[config.mk]
export PLATFORM = sky130hd
export DESIGN_NAME = countdown_timer_flat
export DESIGN_NICKNAME = d
export VERILOG_FILES = /design/src/rtl/countdown_timer_if.sv /design/src/rtl/countdown_timer.sv /design/src/flat_wrapper.sv
export SDC_FILE = /design/constraint.sdc
export NUM_CORES = 1
export LEC_CHECK = 0
export CAP_MARGIN = 20
export CORE_AREA = 8 8 45 47
export CTS_CLUSTER_DIAMETER = 50
export CTS_CLUSTER_SIZE = 10
export DETAILED_ROUTE_END_ITERATION = 10
export DIE_AREA = 0 0 53 55
export MAX_ROUTING_LAYER = met4
export PLACE_DENSITY_LB_ADDON = 0.08
export SYNTH_ARGS = -nofsm -noshare
export SYNTH_HDL_FRONTEND = slang
export SYNTH_SLANG_ARGS = --single-unit
[constraint.sdc]
create_clock -name clk -period 1.8 [get_ports clk]
set_clock_uncertainty 0.1 [all_clocks]
set_input_delay 0.36 -clock clk [delete_from_list [all_inputs] [get_ports clk]]
set_output_delay 0.36 -clock clk [all_outputs]
set_load 0.02 [all_outputs]
[src/rtl/countdown_timer_if.sv]
// countdown_timer_if
//   Control/status bundle for countdown_timer.
//   master: the controlling FSM. It drives load_val, start and stop, and observes cntr, busy and done.
//   slave : the timer itself. Its signal directions are the reverse of master.
//   Signals:
//     load_val  CNTR_WIDTH  start value, sampled only when a start is accepted
//     start     1           start/restart request, level-sampled every cycle
//     stop      1           abort request, level-sampled every cycle
//     cntr      CNTR_WIDTH  current count (registered)
//     busy      1           timer is running
//     done      1           one-cycle terminal-count pulse (registered)
interface countdown_timer_if #(
    parameter int CNTR_WIDTH = 4
);
    logic [CNTR_WIDTH-1:0] load_val;
    logic                  start;
    logic                  stop;
    logic [CNTR_WIDTH-1:0] cntr;
    logic                  busy;
    logic                  done;

    modport master (
        output load_val, start, stop,
        input  cntr, busy, done
    );

    modport slave (
        input  load_val, start, stop,
        output cntr, busy, done
    );
endinterface

[src/rtl/countdown_timer.sv]
// countdown_timer
//   Loadable down-counter. A start loads load_val. The counter then counts down to zero.
//   One cycle after the count reaches zero, the timer emits a one-cycle done pulse.
//   What happens next depends on AUTO_RELOAD:
//     - one-shot: the timer returns to idle.
//     - periodic: the timer reloads the captured start value.
//   Edge priority: stop > start > terminal count > decrement.
//   Ports:
//     clk    clock, all state on the rising edge
//     rst_n  asynchronous active-low reset
//     bus    countdown_timer_if slave modport (load_val/start/stop in; cntr/busy/done out)
//   Parameters:
//     CNTR_WIDTH   width of load_val and cntr
//     AUTO_RELOAD  0 = one-shot, 1 = periodic
module countdown_timer #(
    parameter int CNTR_WIDTH  = 4,
    parameter bit AUTO_RELOAD = 1'b0
) (
    input  logic                clk,
    input  logic                rst_n,
    countdown_timer_if.slave    bus
);

    typedef enum logic {
        IDLE = 1'b0,
        RUN  = 1'b1
    } state_t;

    state_t                state;
    logic [CNTR_WIDTH-1:0] cntr_q;
    logic [CNTR_WIDTH-1:0] reload_q;
    logic                  done_q;

    always_ff @(posedge clk or negedge rst_n) begin
        if (!rst_n) begin
            state    <= IDLE;
            cntr_q   <= '0;
            reload_q <= '0;
            done_q   <= 1'b0;
        end else begin
            // done is a single-cycle pulse.
            // Only the terminal branch below re-asserts it.
            done_q <= 1'b0;
            case (state)
                IDLE: begin
                    // A simultaneous stop vetoes the start, so nothing is loaded.
                    if (bus.start && !bus.stop) begin
                        cntr_q   <= bus.load_val;
                        reload_q <= bus.load_val;
                        state    <= RUN;
                    end
                end
                RUN: begin
                    if (bus.stop) begin
                        // Abort: cntr freezes and no done pulse is produced.
                        state <= IDLE;
                    end else if (bus.start) begin
                        // Restart wins over the terminal count, so no done pulse.
                        cntr_q   <= bus.load_val;
                        reload_q <= bus.load_val;
                    end else if (cntr_q == '0) begin
                        done_q <= 1'b1;
                        if (AUTO_RELOAD) begin
                            cntr_q <= reload_q;
                        end else begin
                            state <= IDLE;
                        end
                    end else begin
                        // Zero is terminal, so this never wraps.
                        cntr_q <= cntr_q - 1'b1;
                    end
                end
                default: state <= IDLE;
            endcase
        end
    end

    assign bus.cntr = cntr_q;
    assign bus.busy = (state == RUN);
    assign bus.done = done_q;

endmodule
[src/flat_wrapper.sv]
// flat-port wrapper written by rule: the top's interface ports become plain ports
module countdown_timer_flat 
#(
    parameter int CNTR_WIDTH  = 4,
    parameter bit AUTO_RELOAD = 1'b0
)
  (clk, rst_n, bus_load_val, bus_start, bus_stop, bus_cntr, bus_busy, bus_done);
  countdown_timer_if #(.CNTR_WIDTH(CNTR_WIDTH)) bus_i ();
  input  logic clk;
  input  logic rst_n;
  input wire logic [$bits(bus_i.load_val)-1:0] bus_load_val;
  input wire logic [$bits(bus_i.start)-1:0] bus_start;
  input wire logic [$bits(bus_i.stop)-1:0] bus_stop;
  output wire logic [$bits(bus_i.cntr)-1:0] bus_cntr;
  output wire logic [$bits(bus_i.busy)-1:0] bus_busy;
  output wire logic [$bits(bus_i.done)-1:0] bus_done;
  assign bus_i.load_val = bus_load_val;
  assign bus_i.start = bus_start;
  assign bus_i.stop = bus_stop;
  assign bus_cntr = bus_i.cntr;
  assign bus_busy = bus_i.busy;
  assign bus_done = bus_i.done;
  countdown_timer #(.CNTR_WIDTH(CNTR_WIDTH), .AUTO_RELOAD(AUTO_RELOAD)) u_core (.clk(clk), .rst_n(rst_n), .bus(bus_i));
endmodule
* Yosys cells after proc, flatten, opt, wreduce, memory -nomap -nowiden
Index checks and enable logic that the tools add are counted.
Cells by class: reductions and logical operators 4, add/sub/neg operators 1, bitwise logic cells 1, div/mod/pow operators 0, equality and inequality tests 3, multiplexer cells 14, shifts and indexed selects 0, multipliers 0, $lt $le $gt $ge 0
Operator list (number):
- 2-to-1 mux 4 bit | 4
- 2-to-1 mux 1 bit | 8
- case mux 4 bit (2 select lines) | 1
- logical NOT 4 bit | 1
- subtractor 4 x 1 -> 4 bit (second input constant) | 1
- != test 3 bit (second input constant) | 1
- AND reduction 3 bit | 1
- != test 2 x 1 -> 1 bit (second input constant) | 1
- != test 2 bit (second input constant) | 1
- case mux 1 bit (2 select lines) | 1
- logical AND 1 bit | 1
- logical NOT 1 bit | 1
- inverter 1 bit | 1
Storage, ports and cells: memories kept 0, output and inout bits 6, flip-flop bits (word level) 6, bits in writable memories 0, bits in latches 0, memory bits (read-only) 0

* Depth between registers and ports, before layout
depth in word-level cells 5, gate-level depth with buffers 6, depth with buffers taken out 5

* Worst setup path before layout
Ideal clock, no wire load.
path kind reg2reg, from register u_core.cntr_q[0] (netlist: u_core.bus.cntr[0]), to register u_core.cntr_q[1] (netlist: u_core.bus.cntr[1]), path buffers 1, setup time 125 ps, data arrival time 1513 ps, data required time 1575 ps, slack 63 ps, cell stages (with the launch flop) 7, cells stage by stage dfrtp_1 > inv_1 > ha_1 > nor4b_1 > or3_1 > buf_2 > mux2i_1
On the way: word-level cells in the longest chain between the ends 5, elaborated cells on any way between the ends 8, classes of those cells add/sub (1); eq/ne (1); mux (4); reduce/logical (2)
Ends and longest elaborated chain:
- start, declared | RTL line countdown_timer.sv:30 | logic [CNTR_WIDTH-1:0] cntr_q;
- start signal, assigned | RTL line countdown_timer.sv:48 | cntr_q <= bus.load_val;
- start signal, assigned | RTL line countdown_timer.sv:59 | cntr_q <= bus.load_val;
- start signal, assigned | RTL line countdown_timer.sv:64 | cntr_q <= reload_q;
- subtractor 4 x 1 -> 4 bit | RTL line countdown_timer.sv:70 | cntr_q <= cntr_q - 1'b1;
- 2-to-1 mux 4 bit | RTL line countdown_timer.sv:61 | end else if (cntr_q == '0) begin
- 2-to-1 mux 4 bit | RTL line countdown_timer.sv:57 | end else if (bus.start) begin
- 2-to-1 mux 4 bit | RTL line countdown_timer.sv:54 | if (bus.stop) begin
- case mux 4 bit (2 select lines) | RTL line countdown_timer.sv:44 | case (state)
Parallel ways exist; a longest one is shown, timed or not. The select of a mux whose other input is x is not followed. A chain may end at the register's enable or synchronous reset.

* Final worst setup path
from register u_core.cntr_q[1] (netlist: u_core.bus.cntr[1]), to output port bus_cntr[1]
RTL lines:
- end, declared | RTL line flat_wrapper.sv:14 | output wire logic [$bits(bus_i.cntr)-1:0] bus_cntr;
No word-level cell between the ends.

==> impl_results.md <==
- CORE AREA: roughly 0.0014 sq mm
- Yosys warns: 0
- CTS sink cnt: 6
- DRT iter0 DRCs: 4
- Hold/Removal Path Class: primary input to async pin
- Status: completed
- Placed cells: 67
- DRC Markers: 0
- Post-route ant nets: 0
- Global route overflow: 0
- DRT Wirelength: ~1000 microns
- Post-synthesis cell area: between 300 and 400 sq um
- Pleak: between 0.2 and 0.3 nW
- Max-Slew Margin vs Limit: 75.8%
- Top-count cell post-synth: dfrtp_1
- Fill count: about 130
- Vias in the first global route: about 370
- Ant. Diodes: 0
- Max-cap viol count: 0
- Initial antenna violation count: 0
- CP max stage delay: 0.62 ns
- Area after DPL: ~530 sq um
- Post-route insts no fill: 70
- Cell class contributing the biggest share of worst-path delay: buffers and inverters
- Top_reg_cell synth: dfrtp_1
- Post-synthesis register bit count: 6
- Post-Syn Instances: 34
- Layout cells sized above 1: a little under a fifth
- Setup Buffers After CTS: 0
- Detailed Place HPWL: roughly 840 microns
- Clk_lat worst skew: between 0.2 and 0.25 ns
- Setup crit start kind: register
- Root buf cell: clkbuf_4
- Tcrit/Tclk final: between 90 and 100%
- Max Slew Vio Count: 0
- Worst reg-to-reg path cell count: 5
- TritonCTS Buffers: 3
- Critical path capture point type: output port
- Worst EP arrival: 1.24 ns
- Final net count: 66
- Overall Global Routing Usage: approximately 8.5%
- Largest buffer count on any clock path: 2
- Synth async-reset ratio: 100%
- RSZ-0062 raised after global routing: false
- Achievable frequency: just under 600 MHz
- Setup TNS: 0 ns
- Cell breakdown of the critical path: clkdlybuf4s50_1
- Slew @ Worst Pin: roughly 0.35 ns
- Yosys top cell area share: a little over two fifths
- TritonCTS clock tree: done
- Vias per inst: 5.01
- Hold_buf cts: 0
- Largest net degree at the start of global routing: 7
- Port bufs: 13
- Total power: around 600 uW
- Final Instance Area: 563 sq um
- Distinct cells, synth: 22
- Register area share after synthesis: a little over two fifths
- Critical path type: register to output port
- Post-synth EDFFs: 0
- Avg Synthesized Cell Area: 10.1 sq um
- Rows: 14
- Area growth syn-to-layout: 63.6%
- Syn_nets: 44
- Synth top area cells: dfrtp_1 (44%), ha_1 (7.3%), nor4b_1 (5.1%)
- Buf/Inv on CP: 1
- Vias: around 350
- Endpoints failing hold: 0
- WL per Instance: roughly 15 microns
- Die Height: 55 microns
- Worst Path Required: approximately 1.3 ns
- Initial Util: 24.9%
- Die area: about 0.0029 sq mm
- H-tree lvl count: 1
- Peak supply drop: between 0.3 and 0.4 mV
- Crit-path slowest cell: clkdlybuf4s50_1
- CTS clk-pin slew, worst paths: about 0.040 ns
- First-pass DRT Iterations: 4
- WP depth: 1
- First-pass GRT wire length: between 1500 and 2000 microns
- Max FO, Critical Path: 4
- Power Dens Cells: 1070 mW/mm^2
- Chip width: between 50 and 60 microns
- Hold Worst Slack: between 0.2 and 0.3 ns
- Ports: 14
- Tmin final: 1.70 ns
- # setup viols final: 0
- Final GP Congestion: a little over 0.8
- Biggest area consumer among synthesized cells: dfrtp_1
-- placed cells by master, fill, tap and decap left out, drive strengths merged --
| master | instances |
|---|---|
| a2111oi | 1 |
| a21oi | 2 |
| a22oi | 2 |
| and2b | 1 |
| buf | 5 |
| clkbuf | 3 |
| clkdlybuf4s50 | 10 |
| dfrtp | 6 |
| dlymetal6s2s | 3 |
| ha | 2 |
| inv | 3 |
| mux2i | 1 |
| nand2b | 1 |
| nor2 | 1 |
| nor3 | 1 |
| nor3b | 2 |
| nor4b | 2 |
| nor4bb | 1 |
| o21ai | 3 |
| o21bai | 1 |
| o22ai | 1 |
| o2bb2ai | 1 |
| or3 | 1 |
-- flip-flops by register name (all words and copies together) (netlist names) --
signal / cells
u_core.bus.cntr: 4
u_core.bus.busy: 1
u_core.bus.done: 1
-- kinds of logic after synthesis --
logic type                 count (synthesis)  share of synthesized area [%]
AOI/OAI and AO/OA                         11                           20.7
adders and majority gates                  2                           7.27
muxes                                      1                           2.91
DFF                                        6                           43.6
buffers and inverters                      4                           4.73
and+or+nand+nor                           10                           20.7
-- area by class of cell --
| cell class | instances | area (sq um) | share of cell area [%] |
|---|---|---|---|
| clock buffer | 3 | 22.5 | 4.00 |
| inverter | 3 | 11.3 | 2.00 |
| multi-input combinational | 24 | 184 | 32.7 |
| sequential | 6 | 150 | 26.7 |
| tap | 16 | 20.0 | 3.56 |
| timing repair buffer | 18 | 175 | 31.1 |
-- per-layer routing --
metal | global-route usage, % | routed length, microns | part of all wire [%] | vias up
li1 | - | - | - | 168
met5 | - | 0 | 0 | -
met1 | 7.54 | 414 | 39 | 174
met3 | 4.28 | 46 | 4.4 | 0
met2 | 14.8 | 588 | 56 | 9
met4 | 3.88 | 0 | 0 | 0
-- repair_timing --
| action | 4_1_cts | 5_1_grt |
|---|---|---|
| resized for setup | 0 | 4 |
| endpoints found under the hold margin | 0 | 0 |
| setup endpoints to repair | 0 | 6 |
-- power breakdown --
group          leakage [nW]  switching (mW)  internal, mW  total (mW)
combinational         0.185           0.139         0.141       0.280
clock                0.0138          0.0467        0.0753       0.122
sequential           0.0752          0.0327         0.168       0.201
-- path summary, 6_finish.rpt --
check,start,end,slack [ns]
max,u_core.bus.cntr[1]$_DFFE_PN0P_,bus_cntr[1],0.10
min reg2reg,u_core.bus.cntr[3]$_DFFE_PN0P_,u_core.bus.done$_DFF_PN0_,0.46
max in group asynchronous,rst_n,u_core.bus.cntr[0]$_DFFE_PN0P_,1.12
min in group clk,u_core.bus.cntr[3]$_DFFE_PN0P_,u_core.bus.done$_DFF_PN0_,0.46
max reg2reg,u_core.bus.cntr[1]$_DFFE_PN0P_,u_core.bus.cntr[1]$_DFFE_PN0P_,0.10
min,rst_n,u_core.bus.done$_DFF_PN0_,0.26
-- through the flow --
stage	utilization (%)	setup WS [ns]
2_1_floorplan	-	0.0626
5_1_grt	40.7	0.0170
6_report	40.7	0.100
3_5_place_dp	38.1	-0.162
3_3_place_gp	38.1	-0.0590
4_1_cts	39.7	0.0281
(Power assumes the default switching activity.)
